**src/rtl/qkv_bram_read_arbiter_pkg.sv**
```systemverilog
// Shared types and helpers for the Q/K/V BRAM Port B read arbiter.
package qkv_bram_read_arbiter_pkg;

  // The search helper works on a fixed-size view; NUM_REQ is capped at 8.
  localparam int unsigned MaxReq  = 8;
  localparam int unsigned MaxIdxW = 3;

  typedef enum logic [0:0] {
    StIdle,
    StBurst
  } arb_state_e;

  // First set bit of req[num_req-1:0], searching upward from ptr with wrap-around.
  // Returns 0 when nothing is set; callers qualify the result with |req.
  function automatic logic [MaxIdxW-1:0] rr_first_set(input logic [MaxReq-1:0]  req,
                                                      input logic [MaxIdxW-1:0] ptr,
                                                      input int unsigned        num_req);
    logic [MaxIdxW-1:0] idx;
    logic               found;
    int unsigned        j;
    idx   = '0;
    found = 1'b0;
    for (int unsigned k = 0; k < MaxReq; k++) begin
      j = 32'(ptr) + k;
      if (j >= num_req) j = j - num_req;
      if ((k < num_req) && !found && req[j[MaxIdxW-1:0]]) begin
        found = 1'b1;
        idx   = j[MaxIdxW-1:0];
      end
    end
    return idx;
  endfunction

endpackage

```
**src/rtl/qkv_bram_read_arbiter_if.sv**
```systemverilog
// Engine/BRAM-facing bundle of the read arbiter. The master side is the fetch engines
// plus the BRAM read data; the slave side is the arbiter itself.
interface qkv_bram_read_arbiter_if #(
  parameter int unsigned NUM_REQ    = 3,
  parameter int unsigned ADDR_WIDTH = 16,
  parameter int unsigned DATA_WIDTH = 256
);
  logic [NUM_REQ-1:0]            req;
  logic [NUM_REQ-1:0]            rd_en_in;
  logic [NUM_REQ*ADDR_WIDTH-1:0] rd_addr_in;
  logic [NUM_REQ-1:0]            gnt;
  logic                          bram_enb;
  logic [ADDR_WIDTH-1:0]         bram_addrb;
  logic [DATA_WIDTH-1:0]         bram_doutb;
  logic [DATA_WIDTH-1:0]         rd_data;
  logic [NUM_REQ-1:0]            rd_valid;
  logic [NUM_REQ-1:0]            burst_done;
  logic                          busy;
  logic                          err;

  modport master (
    output req, rd_en_in, rd_addr_in, bram_doutb,
    input  gnt, bram_enb, bram_addrb, rd_data, rd_valid, burst_done, busy, err
  );

  modport slave (
    input  req, rd_en_in, rd_addr_in, bram_doutb,
    output gnt, bram_enb, bram_addrb, rd_data, rd_valid, burst_done, busy, err
  );
endinterface

```
**src/rtl/qkv_bram_read_arbiter_rr_priority_picker.sv**
```systemverilog
// Combinational round-robin picker: first requester at or above the pointer, wrapping.
module qkv_bram_read_arbiter_rr_priority_picker
  import qkv_bram_read_arbiter_pkg::*;
#(
  parameter int unsigned NUM_REQ = 3,
  parameter int unsigned IdxW    = $clog2(NUM_REQ)
) (
  input  logic [NUM_REQ-1:0] req_i,
  input  logic [IdxW-1:0]    ptr_i,
  output logic [NUM_REQ-1:0] winner_oh_o,
  output logic [IdxW-1:0]    winner_idx_o
);
  logic [MaxIdxW-1:0] pick;

  assign pick         = rr_first_set(MaxReq'(req_i), MaxIdxW'(ptr_i), NUM_REQ);
  assign winner_idx_o = IdxW'(pick);
  assign winner_oh_o  = (|req_i) ? (NUM_REQ'(1) << pick) : '0;
endmodule

```
**src/rtl/qkv_bram_read_arbiter.sv**
```systemverilog
// Round-robin, burst-granular arbiter for the shared Q_K_V_buffer BRAM read port.
module qkv_bram_read_arbiter
  import qkv_bram_read_arbiter_pkg::*;
#(
  parameter int unsigned NUM_REQ              = 3,
  parameter int unsigned ADDR_WIDTH           = 16,
  parameter int unsigned DATA_WIDTH           = 256,
  parameter int unsigned NUM_FETCHES_PER_TILE = 32,
  parameter int unsigned RD_LATENCY           = 1
) (
  input logic clk,
  input logic rst,
  qkv_bram_read_arbiter_if.slave bus
);
  localparam int unsigned IdxW = $clog2(NUM_REQ);
  localparam int unsigned CntW = $clog2(NUM_FETCHES_PER_TILE) + 1;
  localparam logic [CntW-1:0] LastBeat = CntW'(NUM_FETCHES_PER_TILE - 1);

  arb_state_e            state_q, state_d;
  logic [IdxW-1:0]       owner_q, owner_d;
  logic [IdxW-1:0]       ptr_q, ptr_d;
  logic [NUM_REQ-1:0]    gnt_q, gnt_d;
  logic [CntW-1:0]       cnt_q, cnt_d;
  logic                  err_q, err_d;
  logic [ADDR_WIDTH-1:0] addr_hold_q, addr_hold_d;
  logic [NUM_REQ-1:0]    vld_q [RD_LATENCY];
  logic [NUM_REQ-1:0]    vld_d [RD_LATENCY];

  logic [NUM_REQ-1:0]    pick_oh;
  logic [IdxW-1:0]       pick_idx;
  logic [ADDR_WIDTH-1:0] owner_addr;
  logic                  in_burst;
  logic                  fwd_en;
  logic                  last_beat;
  logic [NUM_REQ-1:0]    illegal_en;

  qkv_bram_read_arbiter_rr_priority_picker #(
    .NUM_REQ (NUM_REQ),
    .IdxW    (IdxW)
  ) u_picker (
    .req_i        (bus.req),
    .ptr_i        (ptr_q),
    .winner_oh_o  (pick_oh),
    .winner_idx_o (pick_idx)
  );

  assign in_burst   = (state_q == StBurst);
  assign owner_addr = bus.rd_addr_in[owner_q*ADDR_WIDTH +: ADDR_WIDTH];
  assign fwd_en     = in_burst && bus.rd_en_in[owner_q];
  assign last_beat  = fwd_en && (cnt_q == LastBeat);
  // In BURST gnt_q is exactly the owner's one-hot, so it doubles as the legal-enable mask.
  assign illegal_en = bus.rd_en_in & ~(in_burst ? gnt_q : '0);

  // Arbitration, burst bookkeeping and sticky error next-state.
  always_comb begin
    state_d     = state_q;
    owner_d     = owner_q;
    ptr_d       = ptr_q;
    gnt_d       = gnt_q;
    cnt_d       = cnt_q;
    addr_hold_d = addr_hold_q;
    err_d       = err_q | (|illegal_en);
    unique case (state_q)
      StIdle: begin
        if (|bus.req) begin
          state_d = StBurst;
          gnt_d   = pick_oh;
          owner_d = pick_idx;
          ptr_d   = (pick_idx == IdxW'(NUM_REQ - 1)) ? '0 : IdxW'(pick_idx + 1'b1);
          cnt_d   = '0;
        end
      end
      StBurst: begin
        addr_hold_d = owner_addr;
        // A last beat wins over a simultaneous req drop: it counts as a completed burst.
        if (last_beat || !bus.req[owner_q]) begin
          state_d = StIdle;
          gnt_d   = '0;
          cnt_d   = '0;
        end else if (fwd_en) begin
          cnt_d = cnt_q + 1'b1;
        end
      end
      default: begin
        state_d = StIdle;
        gnt_d   = '0;
        cnt_d   = '0;
      end
    endcase
  end

  // Owner tag pipeline matching the BRAM read latency.
  always_comb begin
    vld_d[0] = fwd_en ? gnt_q : '0;
    for (int i = 1; i < RD_LATENCY; i++) vld_d[i] = vld_q[i-1];
  end

  // State registers; reset drops any reads still in flight.
  always_ff @(posedge clk) begin
    if (rst) begin
      state_q     <= StIdle;
      owner_q     <= '0;
      ptr_q       <= '0;
      gnt_q       <= '0;
      cnt_q       <= '0;
      err_q       <= 1'b0;
      addr_hold_q <= '0;
      for (int i = 0; i < RD_LATENCY; i++) vld_q[i] <= '0;
    end else begin
      state_q     <= state_d;
      owner_q     <= owner_d;
      ptr_q       <= ptr_d;
      gnt_q       <= gnt_d;
      cnt_q       <= cnt_d;
      err_q       <= err_d;
      addr_hold_q <= addr_hold_d;
      for (int i = 0; i < RD_LATENCY; i++) vld_q[i] <= vld_d[i];
    end
  end

  assign bus.gnt        = gnt_q;
  assign bus.bram_enb   = fwd_en;
  assign bus.bram_addrb = in_burst ? owner_addr : addr_hold_q;
  assign bus.rd_data    = bus.bram_doutb;
  assign bus.rd_valid   = vld_q[RD_LATENCY-1];
  assign bus.burst_done = last_beat ? gnt_q : '0;
  assign bus.busy       = in_burst;
  assign bus.err        = err_q;
endmodule

```
**src/flat_wrapper.sv**
```systemverilog
// flat-port wrapper written by rule: the top's interface ports become plain ports
module qkv_bram_read_arbiter_flat import qkv_bram_read_arbiter_pkg::*;
#(
  parameter int unsigned NUM_REQ              = 3,
  parameter int unsigned ADDR_WIDTH           = 16,
  parameter int unsigned DATA_WIDTH           = 256,
  parameter int unsigned NUM_FETCHES_PER_TILE = 32,
  parameter int unsigned RD_LATENCY           = 1
)
  (clk, rst, bus_req, bus_rd_en_in, bus_rd_addr_in, bus_bram_doutb, bus_gnt, bus_bram_enb, bus_bram_addrb, bus_rd_data, bus_rd_valid, bus_burst_done, bus_busy, bus_err);
  qkv_bram_read_arbiter_if #(.NUM_REQ(NUM_REQ), .ADDR_WIDTH(ADDR_WIDTH), .DATA_WIDTH(DATA_WIDTH)) bus_i ();
  input logic clk;
  input logic rst;
  input wire logic [$bits(bus_i.req)-1:0] bus_req;
  input wire logic [$bits(bus_i.rd_en_in)-1:0] bus_rd_en_in;
  input wire logic [$bits(bus_i.rd_addr_in)-1:0] bus_rd_addr_in;
  input wire logic [$bits(bus_i.bram_doutb)-1:0] bus_bram_doutb;
  output wire logic [$bits(bus_i.gnt)-1:0] bus_gnt;
  output wire logic [$bits(bus_i.bram_enb)-1:0] bus_bram_enb;
  output wire logic [$bits(bus_i.bram_addrb)-1:0] bus_bram_addrb;
  output wire logic [$bits(bus_i.rd_data)-1:0] bus_rd_data;
  output wire logic [$bits(bus_i.rd_valid)-1:0] bus_rd_valid;
  output wire logic [$bits(bus_i.burst_done)-1:0] bus_burst_done;
  output wire logic [$bits(bus_i.busy)-1:0] bus_busy;
  output wire logic [$bits(bus_i.err)-1:0] bus_err;
  assign bus_i.req = bus_req;
  assign bus_i.rd_en_in = bus_rd_en_in;
  assign bus_i.rd_addr_in = bus_rd_addr_in;
  assign bus_i.bram_doutb = bus_bram_doutb;
  assign bus_gnt = bus_i.gnt;
  assign bus_bram_enb = bus_i.bram_enb;
  assign bus_bram_addrb = bus_i.bram_addrb;
  assign bus_rd_data = bus_i.rd_data;
  assign bus_rd_valid = bus_i.rd_valid;
  assign bus_burst_done = bus_i.burst_done;
  assign bus_busy = bus_i.busy;
  assign bus_err = bus_i.err;
  qkv_bram_read_arbiter #(.NUM_REQ(NUM_REQ), .ADDR_WIDTH(ADDR_WIDTH), .DATA_WIDTH(DATA_WIDTH), .NUM_FETCHES_PER_TILE(NUM_FETCHES_PER_TILE), .RD_LATENCY(RD_LATENCY)) u_core (.clk(clk), .rst(rst), .bus(bus_i));
endmodule
```
**config.mk**
```make
export PLATFORM = sky130hd
export DESIGN_NAME = qkv_bram_read_arbiter_flat
export DESIGN_NICKNAME = d
export VERILOG_FILES = /design/src/rtl/qkv_bram_read_arbiter_pkg.sv /design/src/rtl/qkv_bram_read_arbiter_if.sv /design/src/rtl/qkv_bram_read_arbiter_rr_priority_picker.sv /design/src/rtl/qkv_bram_read_arbiter.sv /design/src/flat_wrapper.sv
export SDC_FILE = /design/constraint.sdc
export NUM_CORES = 1
export LEC_CHECK = 0
export CAP_MARGIN = 5
export CELL_PAD_IN_SITES_DETAIL_PLACEMENT = 0
export CELL_PAD_IN_SITES_GLOBAL_PLACEMENT = 2
export CORE_AREA = 2 2 234 236
export DETAILED_ROUTE_END_ITERATION = 6
export DIE_AREA = 0 0 236 238
export GPL_TIMING_DRIVEN = 0
export PLACE_DENSITY_LB_ADDON = 0.15
export SKIP_CTS_REPAIR_TIMING = 1
export SLEW_MARGIN = 20
export SYNTH_ARGS = -nofsm -noshare
export SYNTH_HDL_FRONTEND = slang
export SYNTH_SLANG_ARGS = --single-unit
```
**constraint.sdc**
```tcl
create_clock -name clk -period 1.7 [get_ports clk]
set_input_delay 0.34 -clock clk [delete_from_list [all_inputs] [get_ports clk]]
set_output_delay 0.34 -clock clk [all_outputs]
set_load 0.05 [all_outputs]
```
==> results of run 1 <==
[sequential cells by signal, indices dropped and copies added (netlist names)]
name	count
u_core.addr_hold_q	16
u_core.bus.busy	1
u_core.bus.err	1
u_core.bus.gnt	3
u_core.cnt_q	6
u_core.owner_q	2
u_core.ptr_q	2
u_core.vld_q	3
[per-layer routing]
metal / vias to the layer above / part of all wire / GRT usage
met4: 2 / 0.0046 / 0.00984
met1: 1985 / 0.35 / 0.0737
li1: 2139 / - / -
met2: 263 / 0.56 / 0.151
met5: - / 0.00057 / 0
met3: 10 / 0.084 / 0.0251
[critical path: cells and delay by family (launching register included)]
family                 cells  cell delay, ps
AO/OA/AOI/OAI              1             310
buffers and inverters      2             430
multiplexers               1             320
flip-flops                 1             380
[power breakdown]
part	leakage [nW]	switching, W	internal [W]
clock	0.0739	0.000434	0.000584
sequential	0.284	0.000124	0.000915
combinational	3.51	0.00292	0.00220
[final cells by class]
class | instances | area, µm² | area share
multi-input combinational | 194 | 1710 | 0.184
clock inverter | 1 | 5.00 | 0.000539
sequential | 34 | 704 | 0.0758
timing repair buffer | 365 | 3730 | 0.401
tap | 696 | 871 | 0.0937
buffer | 270 | 2090 | 0.225
inverter | 9 | 47.5 | 0.00512
clock buffer | 7 | 143 | 0.0154
[worst paths after layout]
path | start | end | slack, ps | depth (start not counted)
worst max register to register | u_core.owner_q[1] | u_core.cnt_q[3] | -260 | 8
worst max-delay path | u_core.owner_q[1] | bus_bram_enb | -390 | 4
worst min register to register | u_core.bus.err | u_core.bus.err | 490 | 2
worst min-delay path | bus_rd_en_in[1] | u_core.bus.err | 430 | 3
[layout by cell type, fill, tap and decap left out, types with 7 or more instances in the layout]
master / synthesis / layout
a21oi_2: 2 / 18
buf_4: 256 / 280
dfxtp_1: 34 / 27
clkdlybuf4s50_1: 0 / 306
buf_8: 0 / 10
nor2_1: 44 / 42
dlymetal6s2s_1: 0 / 11
mux2i_1: 20 / 15
a21oi_4: 0 / 17
buf_6: 1 / 14
clkbuf_16: 0 / 7
nor2b_1: 18 / 17
[per-stage QoR]
stage	hold slack, ps	worst slack (ps)	power, W
final	433	-393	0.00717
after global routing	482	-510	0.00760
after CTS	505	-1550	0.00664
after detailed placement	485	-1200	0.00555
after global placement	491	-1210	0.00558
after floorplan	463	-159	0.00410
[cells by family (layout without fill, tap and decap cells)]
kind of cell | after synthesis | after routing
buf+inv | 280 | 652
flops | 34 | 34
mux | 22 | 22
fa+ha+maj | 7 | 7
simple gates | 97 | 97
compound gates | 68 | 68
==> out/qor.txt, run 1 <==
status - finished with violations
violated checks - negative setup slack
CP max FO - 7
Hold Crit Class - in -> reg
final setup margin - -393 ps
total number of vias - 4399
Via density - 2.79
GR Overflow Total - 0
CP Capture Type - output port
I/O pin count - 596
slowest CP cell - dfxtp_4
NumNets Final - 1198
Die Area - 56200 µm²
first-pass GRT wire length - 30400 µm
unrepaired setup endpoints after global routing - yes
Area Growth Syn to Fin - 136%
Seq/Total Area, Yosys - 0.173
core area - 53500 µm²
Starting Density - 0.0737
Synth Area in Adders - 0.0222
Post-synth top cells - buf_4, nor2_1, a21oi_1
Tmin final - 2090 ps
slew margin rel. - 0.529
max cap viols - 0
setup tns final - -8170 ps
main combinational cell family by area after synthesis - buffers and inverters
CP Cell Sequence - mux2_4 -> a21oi_4 -> clkinvlp_4 -> buf_8
cell taking the most area after synthesis - buf_4
Final Hold Vio Count - 0
top_reg_cell synth - dfxtp_1
Async S/R FF share, synth - 0
vias in the first global route - 4293
Max Slew Vio Count - 0
worst-margin pin slew - 706 ps
CTS sink cnt - 34
Synth cell types - 50
Skew-Pair Late Insertion Delay - 300 ps
DP Wirelength - 19400 µm
Routed wire per std cell - 14.6 µm
mapped cell area - 3950 µm²
post-synth top area share - 0.487
GPL Wtd Cong - 0.697
initial antenna violation count - 1
PD cells - 772 nW/µm²
count leader, synth - buf_4
drt initial violations - 39
Fin Clk Skew - 5.60 ps
DRT Pass-1 Iters - 4
port bufs - 338
critical path startpoint category - register
CTS tree - built
share of post-route cells with drive strength above 1 - 0.460
# rows - 85
die height - 238 µm
Layout fillers - 6004
die width - 236 µm
Final ANT Viol Nets - 0
Synth Net Count - 827
antenna diode count - 0
DP Cell Count - 1542
Post-Synth XOR/XNOR Area - 0
CTS Buf Count - 5
Post-synth EDFFs - 0
fin crit share - 1.23
placed inst area - 8460 µm²
Final setup viols - 33
Setup CP Type - reg -> out
final core occ - 0.174
Crit path largest cell delay - 380 ps
Simple-Gate Fraction of Synth Area - 0.122
final non-filler cell area - 9290 µm²
Clock transition at path regs - 60 ps
Pleak - 3.87 nW
ranking of synthesized cells by area - buf_4, dfxtp_1, mux2i_1
final WL - 23000 µm
Avg Cell Area, Syn - 7.77 µm²
Layout Cells excl Fill - 1576
largest net degree at the start of global routing - 11
CTS HTree Levels - 2
drt drc - 0
peak supply drop - 0.000381 V
CTS Root Cell - clkbuf_16
GRT Total Usage - 0.0744
crit path DAT - 1750 ps
Max clock buf depth - 2
Peak Freq - 0.478 GHz
Compound-Gate Fraction of Synth Area - 0.112
mux share of post-synthesis cell area - 0.0574
Mapped Cells - 508
Yosys warning total - 0
Critical Path RT - 1360 ps
#FFs+latches synth - 34
Power figures use the tool's default switching activity.
==> run 2: changes to the inputs <==
Settings changed: ABC_AREA set to 1, CORE_AREA 2 2 234 236 to 2 2 235 237, DIE_AREA 0 0 236 238 to 0 0 237 239, GPL_ROUTABILITY_DRIVEN set to 1.
==> out/qor.txt, run 2 <==
Post-synth top cells - buf_4, nor2_1, nand2_1
Fin Clk Skew - 8.38 ps
Compound-Gate Fraction of Synth Area - 0.0713
slowest CP cell - dfxtp_2
Mapped Cells - 566
Die Area - 56600 µm²
Critical Path RT - 1360 ps
placed inst area - 8510 µm²
commonest non-fill, non-tap cell in the layout - clkdlybuf4s50_1
NumNets Final - 1247
port bufs - 338
post-synth top area share - 0.486
largest net degree at the start of global routing - 11
drt initial violations - 84
DP Wirelength - 20200 µm
GRT Total Usage - 0.0736
violated checks - negative setup slack
Setup CP Type - reg -> out
Starting Density - 0.0733
met2 wire length - 13500 µm
final non-filler cell area - 9520 µm²
Tmin final - 2020 ps
Post-Route M1 WL - 7620 µm
Crit path largest cell delay - 320 ps
Via density - 2.78
die width - 237 µm
Biggest register - u_core.addr_hold_q
GPL Wtd Cong - 0.678
DRT Pass-1 Iters - 4
Max clock buf depth - 2
ranking of synthesized cells by area - buf_4, dfxtp_1, nor2_1
CTS Buf Count - 5
commonest cells after routing, fill and taps aside - clkdlybuf4s50_1, buf_4, nor2_1, nand2_1, dfxtp_1
CP Cell Sequence - buf_6 -> inv_8 -> nor2_4 -> buf_12 -> buf_6 -> buf_6 -> nand2_4 -> a31oi_4 -> buf_8
Synth Net Count - 885
met3 WL - 1960 µm
mux share of post-synthesis cell area - 0
Largest regs - u_core.addr_hold_q (16), u_core.cnt_q (6)
CTS HTree Levels - 2
top sig layer - met5
# rows - 86
Final ANT Viol Nets - 0
peak supply drop - 0.000285 V
max reg flops - 16
Peak Freq - 0.494 GHz
fin crit share - 1.19
antenna diode count - 0
final WL - 23300 µm
drt drc - 0
GR Overflow Total - 0
critical path startpoint category - register
Layout fillers - 6101
Seq/Total Area, Yosys - 0.171
mapped cell area - 3990 µm²
main combinational cell family by area after synthesis - buffers and inverters
crit path DAT - 1680 ps
Synth Area in Adders - 0.0220
Final Hold Vio Count - 0
setup tns final - -5210 ps
Post-Synth XOR/XNOR Area - 0
cell taking the most area after synthesis - buf_4
max cap viols - 0
Clock transition at path regs - 70 ps
CTS tree - built
CTS Root Cell - clkbuf_16
unrepaired setup endpoints after global routing - yes
CP Capture Type - output port
top_reg_cell synth - dfxtp_1
die height - 239 µm
Async S/R FF share, synth - 0
share of post-route cells with drive strength above 1 - 0.466
total number of vias - 4536
worst-margin pin slew - 691 ps
CP max FO - 6
Routed wire per std cell - 14.3 µm
Max Slew Vio Count - 0
core area - 54300 µm²
Pleak - 4.06 nW
CTS sink cnt - 34
Simple-Gate Fraction of Synth Area - 0.206
status - finished with violations
#FFs+latches synth - 34
count leader, synth - buf_4
Avg Cell Area, Syn - 7.04 µm²
PD cells - 853 nW/µm²
initial antenna violation count - 6
Final setup viols - 23
Hold Crit Class - in -> reg
Skew-Pair Late Insertion Delay - 290 ps
vias in the first global route - 4474
first-pass GRT wire length - 30300 µm
Post-synth EDFFs - 0
Yosys warning total - 0
final setup margin - -325 ps
Synth cell types - 28
Area Growth Syn to Fin - 139%
slew margin rel. - 0.536
I/O pin count - 596
crit-path most repeated cell - buf_6
==> run 2: layer usage <==
layer	global-route usage	vias to the layer above
met2	0.148	241
met1	0.0725	2019
met4	0.00806	12
li1	-	2242
met5	0	-
met3	0.0291	22
==> run 2: layout make-up <==
cell class,count,area [µm²],share of cell area
Buffer,269,2070,0.217
Multi-Input combinational cell,231,1860,0.195
Tap cell,704,881,0.0925
Clock inverter,1,5.00,0.000526
Sequential cell,34,704,0.0740
Timing Repair Buffer,355,3730,0.392
Inverter,32,135,0.0142
Clock buffer,7,143,0.0150
==> run 2: kinds of logic after synthesis <==
group,Yosys count
AO/OA/AOI/OAI,49
adder cells (fa/ha/maj),7
buffers and inverters,301
flip-flops,34
AND/OR/NAND/NOR,175
==> run 2: path summary, 6_finish.rpt <==
check | cells after the start | startpoint | slack (ps) | end
worst max register to register | 14 | u_core.owner_q[1] | -10 | u_core.cnt_q[5]
worst max-delay path | 9 | u_core.owner_q[1] | -320 | bus_bram_addrb[3]
worst min register to register | 2 | u_core.bus.gnt[1] | 470 | u_core.bus.gnt[1]
worst min-delay path | 2 | rst | 430 | u_core.bus.busy
==> run 2: critical path, delay by kind of cell (launching register included) <==
| family | cells | cell delay [ps] |
|---|---|---|
| AOI/OAI and AO/OA | 1 | 180 |
| buffers and inverters | 6 | 690 |
| DFF | 1 | 320 |
| and+or+nand+nor | 2 | 180 |
==> run 2: per-stage QoR <==
step | total power [W] | util | hold WS [ps] | setup WS, ps | cells
final | 0.00812 | 0.175 | 434 | -325 | 1633
after global routing | 0.00862 | 0.175 | 453 | -413 | 1633
after CTS | 0.00719 | 0.159 | 479 | -1550 | 1616
after detailed placement | 0.00614 | 0.157 | 468 | -1220 | 1608
after global placement | 0.00618 | 0.157 | 478 | -1250 | 1608
after floorplan | 0.00450 | - | 456 | -138 | 566
==> run 2: power by group <==
part	internal, W	switching (W)	total (W)
sequential	0.000952	0.000129	0.00108
combinational	0.00244	0.00362	0.00606
clock	0.000583	0.000399	0.000982
